===== src/rtl/lcd_vram_snapshot_if.sv =====
// VRAM-to-shadow snapshot bus: vsync/enable control, VRAM read port, shadow write port, status.
interface lcd_vram_snapshot_if #(
  parameter int unsigned DATA_WIDTH = 4
);
  logic                  vsync;
  logic                  enable;
  logic                  cpu_req;
  logic [7:0]            src_addr;
  logic                  src_rd;
  logic [DATA_WIDTH-1:0] src_data;
  logic [7:0]            dst_addr;
  logic [DATA_WIDTH-1:0] dst_data;
  logic                  dst_we;
  logic                  busy;
  logic                  frame_done;
  logic                  overrun;

  modport slave (
    input  vsync, enable, cpu_req, src_data,
    output src_addr, src_rd, dst_addr, dst_data, dst_we, busy, frame_done, overrun
  );

  modport master (
    output vsync, enable, cpu_req, src_data,
    input  src_addr, src_rd, dst_addr, dst_data, dst_we, busy, frame_done, overrun
  );
endinterface


===== src/rtl/lcd_vram_snapshot.sv =====
// Frame-coherent VRAM -> shadow buffer copy engine, started on vsync, CPU has read-port priority.
// Optional blank pass on vsync with LCD off: define LCD_SNAPSHOT_BLANK_EN.
module lcd_vram_snapshot #(
  parameter int unsigned COPY_LEN   = 160,
  parameter int unsigned DATA_WIDTH = 4
) (
  input  logic               clk,
  input  logic               reset,
  lcd_vram_snapshot_if.slave bus
);

  localparam logic [7:0] LAST_ADDR = 8'(COPY_LEN - 1);

`ifdef LCD_SNAPSHOT_BLANK_EN
  typedef enum logic [1:0] {S_IDLE, S_COPY, S_DRAIN, S_BLANK} state_t;
`else
  typedef enum logic [1:0] {S_IDLE, S_COPY, S_DRAIN} state_t;
`endif

  state_t     r_state;
  logic [7:0] r_src_addr;
  logic [7:0] r_dst_addr;
  logic       r_dst_we;
  logic       r_frame_done;
  logic       r_overrun;
  logic       r_blank_wr;

  logic w_issue_rd;
  logic w_blank;
  logic w_issue;
  logic w_busy;

  assign w_issue_rd = (r_state == S_COPY) && !bus.cpu_req;
`ifdef LCD_SNAPSHOT_BLANK_EN
  assign w_blank    = (r_state == S_BLANK);
`else
  assign w_blank    = 1'b0;
`endif
  // A blank pass issues one shadow write per cycle regardless of CPU activity
  assign w_issue    = w_issue_rd | w_blank;
  assign w_busy     = (r_state != S_IDLE);

  always_ff @(posedge clk or posedge reset) begin
    if (reset) begin
      r_state      <= S_IDLE;
      r_src_addr   <= 8'd0;
      r_dst_addr   <= 8'd0;
      r_dst_we     <= 1'b0;
      r_frame_done <= 1'b0;
      r_overrun    <= 1'b0;
      r_blank_wr   <= 1'b0;
    end else begin
      r_dst_we     <= w_issue;
      r_dst_addr   <= r_src_addr;
      r_frame_done <= (r_state == S_DRAIN);
      r_blank_wr   <= w_blank;
      if (bus.vsync && w_busy) r_overrun <= 1'b1;
      if (w_issue) r_src_addr <= r_src_addr + 8'd1;

      case (r_state)
        S_IDLE: begin
          if (bus.vsync) begin
            if (bus.enable) begin
              r_state    <= S_COPY;
              r_src_addr <= 8'd0;
            end
`ifdef LCD_SNAPSHOT_BLANK_EN
            else begin
              r_state    <= S_BLANK;
              r_src_addr <= 8'd0;
            end
`endif
          end
        end
        S_COPY: begin
          if (w_issue_rd && (r_src_addr == LAST_ADDR)) r_state <= S_DRAIN;
        end
`ifdef LCD_SNAPSHOT_BLANK_EN
        S_BLANK: begin
          if (r_src_addr == LAST_ADDR) r_state <= S_DRAIN;
        end
`endif
        S_DRAIN: r_state <= S_IDLE;
        default: r_state <= S_IDLE;
      endcase
    end
  end

  assign bus.src_addr   = r_src_addr;
  assign bus.src_rd     = w_issue_rd;
  assign bus.dst_addr   = r_dst_addr;
  assign bus.dst_data   = r_blank_wr ? '0 : bus.src_data;
  assign bus.dst_we     = r_dst_we;
  assign bus.busy       = w_busy;
  assign bus.frame_done = r_frame_done;
  assign bus.overrun    = r_overrun;

endmodule


===== src/flat_wrapper.sv =====
// flat-port wrapper written by rule: the top's interface ports become plain ports
module lcd_vram_snapshot_flat 
#(
  parameter int unsigned COPY_LEN   = 160,
  parameter int unsigned DATA_WIDTH = 4
)
  (clk, reset, bus_vsync, bus_enable, bus_cpu_req, bus_src_data, bus_src_addr, bus_src_rd, bus_dst_addr, bus_dst_data, bus_dst_we, bus_busy, bus_frame_done, bus_overrun);
  lcd_vram_snapshot_if #(.DATA_WIDTH(DATA_WIDTH)) bus_i ();
  input  logic clk;
  input  logic reset;
  input wire logic [$bits(bus_i.vsync)-1:0] bus_vsync;
  input wire logic [$bits(bus_i.enable)-1:0] bus_enable;
  input wire logic [$bits(bus_i.cpu_req)-1:0] bus_cpu_req;
  input wire logic [$bits(bus_i.src_data)-1:0] bus_src_data;
  output wire logic [$bits(bus_i.src_addr)-1:0] bus_src_addr;
  output wire logic [$bits(bus_i.src_rd)-1:0] bus_src_rd;
  output wire logic [$bits(bus_i.dst_addr)-1:0] bus_dst_addr;
  output wire logic [$bits(bus_i.dst_data)-1:0] bus_dst_data;
  output wire logic [$bits(bus_i.dst_we)-1:0] bus_dst_we;
  output wire logic [$bits(bus_i.busy)-1:0] bus_busy;
  output wire logic [$bits(bus_i.frame_done)-1:0] bus_frame_done;
  output wire logic [$bits(bus_i.overrun)-1:0] bus_overrun;
  assign bus_i.vsync = bus_vsync;
  assign bus_i.enable = bus_enable;
  assign bus_i.cpu_req = bus_cpu_req;
  assign bus_i.src_data = bus_src_data;
  assign bus_src_addr = bus_i.src_addr;
  assign bus_src_rd = bus_i.src_rd;
  assign bus_dst_addr = bus_i.dst_addr;
  assign bus_dst_data = bus_i.dst_data;
  assign bus_dst_we = bus_i.dst_we;
  assign bus_busy = bus_i.busy;
  assign bus_frame_done = bus_i.frame_done;
  assign bus_overrun = bus_i.overrun;
  lcd_vram_snapshot #(.COPY_LEN(COPY_LEN), .DATA_WIDTH(DATA_WIDTH)) u_core (.clk(clk), .reset(reset), .bus(bus_i));
endmodule

===== config.mk =====
export PLATFORM = sky130hd
export DESIGN_NAME = lcd_vram_snapshot_flat
export DESIGN_NICKNAME = d
export VERILOG_FILES = /design/src/rtl/lcd_vram_snapshot_if.sv /design/src/rtl/lcd_vram_snapshot.sv /design/src/flat_wrapper.sv
export SDC_FILE = /design/constraint.sdc
export NUM_CORES = 1
export LEC_CHECK = 0
export BUFFER_PORTS_ARGS = -buffer_cell sky130_fd_sc_hd__buf_2
export CELL_PAD_IN_SITES_DETAIL_PLACEMENT = 0
export CELL_PAD_IN_SITES_GLOBAL_PLACEMENT = 1
export CORE_MARGIN = 4
export CORE_UTILIZATION = 31
export DETAILED_ROUTE_END_ITERATION = 8
export PLACE_DENSITY = 0.78
export REMOVE_ABC_BUFFERS = 1
export SYNTH_ARGS = -nofsm -noshare
export SYNTH_HDL_FRONTEND = slang
export SYNTH_SLANG_ARGS = --single-unit

===== constraint.sdc =====
create_clock -name clk -period 1.6 [get_ports clk]
set_input_delay 0.16 -clock clk [delete_from_list [all_inputs] [get_ports clk]]
set_output_delay 0.16 -clock clk [all_outputs]
set_load 0.005 [all_outputs]

### Yosys cells after proc, flatten, opt, wreduce, memory -nomap -nowiden

Cells that the tools add are included.

* flip-flop bits (word level): 21

* $add $sub $neg: 1
* equality and inequality tests: 6
* mux-type cells: 8
* reductions and logical operators: 7

Operators with widths (count)
* 8-bit two-way mux: 4
* 8-bit by 1-bit adder with 8-bit output, second input constant: 1
* 8-bit == test, second input constant: 1
* 2-bit two-way mux: 3
* 2-bit != test, second input constant: 3
* 2-bit case mux with 2 select lines: 1
* 1-bit logical AND: 3
* 3-bit AND reduction: 1
* 2-bit by 1-bit == test with 1-bit output, second input constant: 1
* 2-bit == test, second input constant: 1
* 2-bit zero test: 1
* 2-bit nonzero test: 1
* 1-bit zero test: 1

### Logic depth before layout (Yosys ltp)

Gate-level depths: netlist (run 1).

* depth after elaboration: 6
* depth in mapped cells: 4
* depth with buffers taken out: 4

### Worst setup path after synthesis (run 1)

Ideal clock, no wire load.

* kind: reg2reg
* start: reg u_core.r_state[1]
* end: reg u_core.r_src_addr[6], in the netlist u_core.bus.src_addr[6]
* library setup time: 0.077 ns
* arrival time: 1.410 ns
* data required time: 1.523 ns
* path slack: 0.112 ns
* stages on the path, launching flop included: 4
* buffers on the path: 0
* period minus slack after synthesis: 1.488 ns
* path through: dfrtp_1 > or3b_4 > or4_1 > a21oi_1

* cells in the longest elaborated chain, start to end: 6

Ends and longest elaborated chain
* start, declared: line lcd_vram_snapshot.sv:20 `state_t r_state;`
* start signal, assigned: line lcd_vram_snapshot.sv:45 `r_state <= S_IDLE;`
* start signal, assigned: line lcd_vram_snapshot.sv:64 `r_state <= S_COPY;`
* start signal, assigned: line lcd_vram_snapshot.sv:76 `if (w_issue_rd && (r_src_addr == LAST_ADDR)) r_state <= S_DRAIN;`
* 2-bit by 1-bit == test with 1-bit output: line lcd_vram_snapshot.sv:33 `assign w_issue_rd = (r_state == S_COPY) && !bus.cpu_req;`
* 1-bit logical AND: line lcd_vram_snapshot.sv:33
* 8-bit two-way mux: line lcd_vram_snapshot.sv:58 `if (w_issue) r_src_addr <= r_src_addr + 8'd1;`
* 8-bit two-way mux: line lcd_vram_snapshot.sv:63 `if (bus.enable) begin`
* 8-bit two-way mux: line lcd_vram_snapshot.sv:62 `if (bus.vsync) begin`
* 8-bit two-way mux *: line lcd_vram_snapshot.sv:60 `case (r_state)`
* end signal, assigned: line lcd_vram_snapshot.sv:58
* end, declared: line lcd_vram_snapshot.sv:21 `logic [7:0] r_src_addr;`

Mark *: on every way between the ends. The rest lies on a longest branch, timed or not.
A chain may end at the register's enable or synchronous reset.

### Worst setup path in the final report (run 1)

* start: reg u_core.r_state[0]
* end: reg u_core.r_src_addr[6], in the netlist u_core.bus.src_addr[6]

The elaborated chain is that of the path after synthesis.

==> summary.md, run 1 <==
| Metric | Value |
|---|---|
| FFs w/ async S/R, synth | `100.0%` |
| Yosys warns | `0` |
| Overflow after GRT | `0` |
| Max VDD drop | `0.0006355 V` |
| Via Count | `632` |
| Met3 GRT Util | `1.728%` |
| Largest net degree at the start of global routing | `22` |
| Post-Synth Simple-Gate Area | `17.70%` |
| Number of max-cap violations | `0` |
| Total CTS buffers | `3` |
| DP Wirelength | `1233 µm` |
| Final hold vios | `0` |
| Total Nets Final | `111` |
| Maximum clock rate | `641.1 MHz` |
| Yosys reg bits | `21` |
| Starting Density | `33.08%` |
| Startpoint types | `flip-flop` |
| Most frequent cells in the layout | `25 x buf_2, 21 x dfrtp_1, 5 x buf_4, 4 x nand2_1, 4 x o21ai_0` |
| Period utilization | `97.48%` |
| PwrDens | `1360 nW/µm²` |
| Residual DRC | `0` |
| Layout cells sized above 1 | `40.00%` |
| Synth Area in XOR/XNOR | `1.059%` |
| EDFF count, synth | `0` |
| Worst min-delay path class | `in2reg` |
| HP Start | `bus_vsync` |
| Clk sink count | `21` |
| GR Util met1 | `12.86%` |
| LEAKAGE | `0.5164 nW` |
| Post-synthesis compound-gate area fraction | `8.169%` |
| Post-synthesis sequential area ratio | `63.54%` |
| Worst path cell trace | `or3b_4 > or4_4 > a21oi_2` |
| DRT iter0 DRCs | `12` |
| Post-Synth Adder-Cell Area | `1.513%` |
| Core area | `2500 µm²` |
| Cells after synthesis | `69` |
| Router iterations before antenna repair | `4` |
| Req. time, crit path | `1.84 ns` |
| Most common cell after layout, fill and taps aside | `buf_2` |
| Final Non-Filler Cells | `130` |
| Slew headroom | `82.65%` |
| GPL Wtd Cong | `0.7876` |
| Overall power | `1.431 mW` |
| Synth Cell Area | `827.0 µm²` |
| Max-slew violation count | `0` |
| End of the worst hold path | `u_core.bus.overrun` |
| Placed Cells incl. Taps | `124` |
| Post-synthesis mux area share | `2.421%` |
| Root buf cell | `clkbuf_4` |
| H-tree Lvls | `1` |
| Clk_lat worst skew | `0.30 ns` |
| Layout Utilization | `42.09%` |
| WS Path Type | `reg2reg` |
| ANT cells | `0` |
| Vias in the first global route | `577` |
| Min Tclk post-route | `1.560 ns` |
| Slowest CP cell | `or4_4` |
| Initial antenna violation count | `0` |
| Layout overhead on the synthesized area | `27.23%` |
| Row cnt | `18` |
| Ys flop type | `dfrtp_1` |
| Overall Global Routing Usage | `10.13%` |
| Crit path arrival time | `1.80 ns` |
| First-pass GRT wire length | `2642 µm` |
| Status | `finished, final reports clean` |
| Yosys cell types | `23` |
| Synth top area cells | `dfrtp_1 64%, buf_4 3.6%, a21oi_1 3.0%, or4bb_1 2.7%, mux2i_1 2.4%` |
| Final Setup Violations | `0` |
| WL final | `1786 µm` |
| Reg2reg end | `u_core.bus.src_addr[6]` |
| CTS max path bufs | `2` |
| CTS tree | `built` |
| PortBufs | `25` |
| Die width | `59.65 µm` |
| Die H | `59.65 µm` |
| Antenna Nets Post-Route | `0` |
| Mapped Avg Cell Area | `11.99 µm²` |
| CTS clock-pin slew for the worst setup and hold paths | `0.12 ns` |
| Main combinational cell family by area after synthesis | `simple AND/OR/NAND/NOR gates` |
| Worst R2R Start | `u_core.r_state[0]` |
| Final setup TNS | `0 ns` |
| Post CTS Setup Buffer Count | `0` |
| Critical path's largest stage delay | `0.52 ns` |
| Final instance area | `1052 µm²` |
| Worst reg2reg path depth | `3` |
| Mean number of vias per cell | `4.862` |
| Cell depth of the worst hold path | `2` |
| Worst Setup End Kind | `flip-flop` |
| Crit-path max FO | `6` |
| I/O pins | `34` |
| WL per Instance | `13.74 µm` |
| Share of the synthesized area in the top cell type | `63.54%` |
| Worst-margin pin slew | `0.2580 ns` |
| Die area | `3558 µm²` |
| RSZ-0062 raised after global routing | `false` |
| Post-placement cell area | `992.2 µm²` |
| Met2 Use GR | `15.28%` |
| Worst clock skew | `0.007457 ns` |
| Area leader, netlist | `dfrtp_1` |
| R2R setup slack | `0.04 ns` |
| Busiest layer in global routing | `met2` |
## power by group
group / leakage, nW / internal [mW] / total, mW / switching [mW]
clock network: 0.0150 / 0.0971 / 0.253 / 0.155
logic: 0.240 / 0.191 / 0.377 / 0.186
registers: 0.261 / 0.672 / 0.801 / 0.129
total: 0.516 / 0.960 / 1.43 / 0.471
## sequential cells by signal, indices dropped and copies added (netlist names)
signal                 cells
u_core.bus.dst_addr        8
u_core.bus.src_addr        8
u_core.r_state             2
u_core.bus.dst_we          1
u_core.bus.frame_done      1
u_core.bus.overrun         1
## routing by layer
metal	share of wire (%)	vias to the layer above
met5	0	-
met4	1.5	0
met3	8.3	2
met2	44	31
met1	46	296
li1	-	303
## cell families after synthesis
family          after synthesis
buf+inv                       8
fa+ha+maj                     1
mux                           2
simple gates                 24
compound gates               12
xor+xnor                      1
flops                        21
## synth_stat cells, types with 3 or more instances
cell type and instances:
a21oi_1 5, buf_4 4, dfrtp_1 21, inv_1 3
nand2_1 4, nand3_1 3, nor2_1 3, o21ai_0 4
or3_1 3
## worst max-delay path, delay by kind of cell (launching register included)
kind               cells  cell delay, ns
AOI/OAI and AO/OA      1            0.12
and+or+nand+nor        2            0.96
DFF                    1            0.42
## area by class of cell
type,instances,area (µm²)
Fill cell,242,1448
Clock buffer,4,26.28
Multi-Input combinational cell,41,279.0
Inverter,3,11.26
Timing Repair Buffer,31,172.7
Sequential cell,21,525.5
Tap cell,30,37.54
## worst max-delay path by stage
| stage | startpoint | endpoint | slack (ns) |
|---|---|---|---|
| after floorplan | u_core.r_state[1] | u_core.bus.src_addr[6] | 0.05 |
| after global placement | u_core.r_state[1] | u_core.bus.src_addr[6] | 0.07 |
| after detailed placement | u_core.r_state[1] | u_core.bus.src_addr[7] | 0.04 |
| after CTS | u_core.r_state[1] | u_core.bus.src_addr[7] | 0.02 |
| after global routing | u_core.r_state[0] | u_core.bus.src_addr[6] | 0.009 |
| final | u_core.r_state[0] | u_core.bus.src_addr[6] | 0.04 |
## timing repair
item	CTS	global route
setup endpoints to repair	0	2
resized for setup	0	4
hold buffers	1	0
endpoints found under the hold margin	21	0
## stage by stage
| stage | setup slack, ns | hold WS [ns] |
|---|---|---|
| after CTS | 0.01876 | 0.08855 |
| after global placement | 0.07164 | 0.1964 |
| after floorplan | 0.04693 | 0.1365 |
| after detailed placement | 0.04381 | 0.2055 |
| after global routing | 0.008813 | 0.09386 |
| final | 0.04025 | 0.08711 |
Note: power is estimated with default switching activity, not from simulation.
==> inputs of run 2 (changes only) <==
--- a/config.mk
+++ b/config.mk
@@ -8,8 +8,8 @@
 export BUFFER_PORTS_ARGS = -buffer_cell sky130_fd_sc_hd__buf_2
 export CELL_PAD_IN_SITES_DETAIL_PLACEMENT = 0
 export CELL_PAD_IN_SITES_GLOBAL_PLACEMENT = 1
-export CORE_MARGIN = 4
 export CORE_UTILIZATION = 31
+export CTS_BUF_LIST = sky130_fd_sc_hd__clkbuf_16
 export DETAILED_ROUTE_END_ITERATION = 8
 export PLACE_DENSITY = 0.78
 export REMOVE_ABC_BUFFERS = 1
==> summary.md, run 2 (same netlist as run 1, synthesis figures left out) <==
| Metric | Value |
|---|---|
| Residual DRC | `0` |
| CP top delay family | `simple AND/OR/NAND/NOR gates` |
| Largest net degree at the start of global routing | `22` |
| Die H | `53.65 µm` |
| Min Hold Slack | `0.1476 ns` |
| Die area | `2878 µm²` |
| Starting Density | `33.08%` |
| Worst-margin pin slew | `0.2591 ns` |
| DP Wirelength | `1137 µm` |
| Met2 Use GR | `19.58%` |
| Final Setup Violations | `0` |
| DRT iter0 DRCs | `8` |
| I/O pins | `34` |
| Layout Utilization | `44.94%` |
| PortBufs | `25` |
| Clk sink count | `21` |
| Final hold vios | `0` |
| Clk_lat worst skew | `0.25 ns` |
| Cell depth of the worst hold path | `2` |
| Total CTS buffers | `3` |
| Most frequent cells in the layout | `25 x buf_2, 21 x dfrtp_1, 7 x buf_4` |
| Max VDD drop | `0.0008654 V` |
| Status | `finished, final reports clean` |
| Crit-path max FO | `5` |
| CTS tree | `built` |
| Overflow after GRT | `0` |
| Most common cell after layout, fill and taps aside | `buf_2` |
| Min Tclk post-route | `1.569 ns` |
| Die width | `53.65 µm` |
| Mean number of vias per cell | `5.023` |
| Met3 GRT Util | `2.260%` |
| First-pass GRT wire length | `2428 µm` |
| Slowest CP cell | `or4_4` |
| Buffers & Inverters on Critical Path | `0` |
| PnR worst setup slack | `0.03075 ns` |
| CTS clock-pin slew for the worst setup and hold paths | `0.05 ns` |
| Period utilization | `98.08%` |
| GR Util met1 | `14.01%` |
| PwrDens | `1510 nW/µm²` |
| Worst Setup End Kind | `flip-flop` |
| H-tree Lvls | `1` |
| Vias in the first global route | `582` |
| Worst slack, placed | `0.03748 ns` |
| Overall power | `1.697 mW` |
| Worst reg2reg path depth | `3` |
| Crit path arrival time | `1.75 ns` |
| GPL Wtd Cong | `0.7823` |
| Worst path depth | `3` |
| Max-slew violation count | `0` |
| LEAKAGE | `0.5532 nW` |
| Final setup TNS | `0 ns` |
| Critical path's largest stage delay | `0.53 ns` |
| Antenna Nets Post-Route | `0` |
| Maximum clock rate | `637.2 MHz` |
| Slew headroom | `82.58%` |
| Via Count | `663` |
| Total Nets Final | `113` |
| Req. time, crit path | `1.78 ns` |
| Busiest layer in global routing | `met2` |
| CTS max path bufs | `2` |
| WL final | `1720 µm` |
| Worst min-delay path class | `in2reg` |
| Layout overhead on the synthesized area | `35.86%` |
| WL per Instance | `13.03 µm` |
| Core area | `2500 µm²` |
| Row cnt | `18` |
| WS Path Type | `reg2reg` |
| Worst path cell trace | `or3b_4 > or4_4 > a21oi_2` |
| Number of max-cap violations | `0` |
| Initial antenna violation count | `0` |
| Router iterations before antenna repair | `4` |
| Overall Global Routing Usage | `12.08%` |
| Worst clock skew | `0.0008222 ns` |
| ANT cells | `0` |
| Root buf cell | `clkbuf_16` |
| Layout cells sized above 1 | `42.16%` |
| Startpoint types | `flip-flop` |
[run 2: cell count changes in the layout (fill, tap and decap cells not counted)]
cell / delta
clkbuf_1: -1
a21oi_2: +1
clkbuf_16: +3
buf_4: +2
clkbuf_4: -3
inv_1: +1
a21oi_1: -1
[run 2: area by class of cell]
| cell class | instances | area, µm² |
|---|---|---|
| multi-input cells | 41 | 282.8 |
| inverters | 3 | 11.26 |
| clock buffers | 3 | 75.07 |
| clock inverters | 1 | 3.754 |
| flip-flops and latches | 21 | 525.5 |
| repair buffers | 33 | 187.7 |
| fillers | 232 | 1376 |
| well taps | 30 | 37.54 |
[run 2: final timing paths]
path                                             start                      to  slack [ns]
max in group asynchronous                        reset  u_core.bus.dst_addr[2]        0.92
worst min-delay path                         bus_vsync      u_core.bus.overrun        0.15
worst max register to register       u_core.r_state[1]  u_core.bus.src_addr[6]        0.03
min in group asynchronous                        reset  u_core.bus.dst_addr[5]        0.48
worst max-delay path                 u_core.r_state[1]  u_core.bus.src_addr[6]        0.03
worst min register to register  u_core.bus.src_addr[7]  u_core.bus.dst_addr[7]        0.44
[run 2: layer usage]
| layer | up-vias | wire (µm) |
|---|---|---|
| met2 | 31 | 826 |
| met5 | - | 0 |
| met1 | 323 | 772 |
| met3 | 2 | 101 |
| met4 | 0 | 19 |
| li1 | 307 | - |
[run 2: where the power goes]
part | internal [mW] | switching (mW) | total, mW | leakage [nW]
clock network | 0.332 | 0.179 | 0.511 | 0.0423
logic | 0.196 | 0.189 | 0.384 | 0.249
registers | 0.674 | 0.127 | 0.801 | 0.261
[run 2: worst register-to-register path: stages (launching register included)]
cell     delay [ns]
dfrtp_1        0.39
or3b_4         0.44
or4_4          0.53
a21oi_2        0.13
[run 2: metrics by stage]
stage | instance area [µm²] | cells
after floorplan | 792.0 | 64
after global placement | 992.2 | 124
after detailed placement | 992.2 | 124
after CTS | 1081 | 129
after global routing | 1124 | 132
final | 1124 | 132
[run 2: what timing repair did]
item | 4_1_cts | 5_1_grt
gates resized for setup | 0 | 5
setup endpoints to repair | 0 | 3
hold buffers | 1 | 0
setup buffers | 0 | 2
endpoints found under the hold margin | 21 | 0
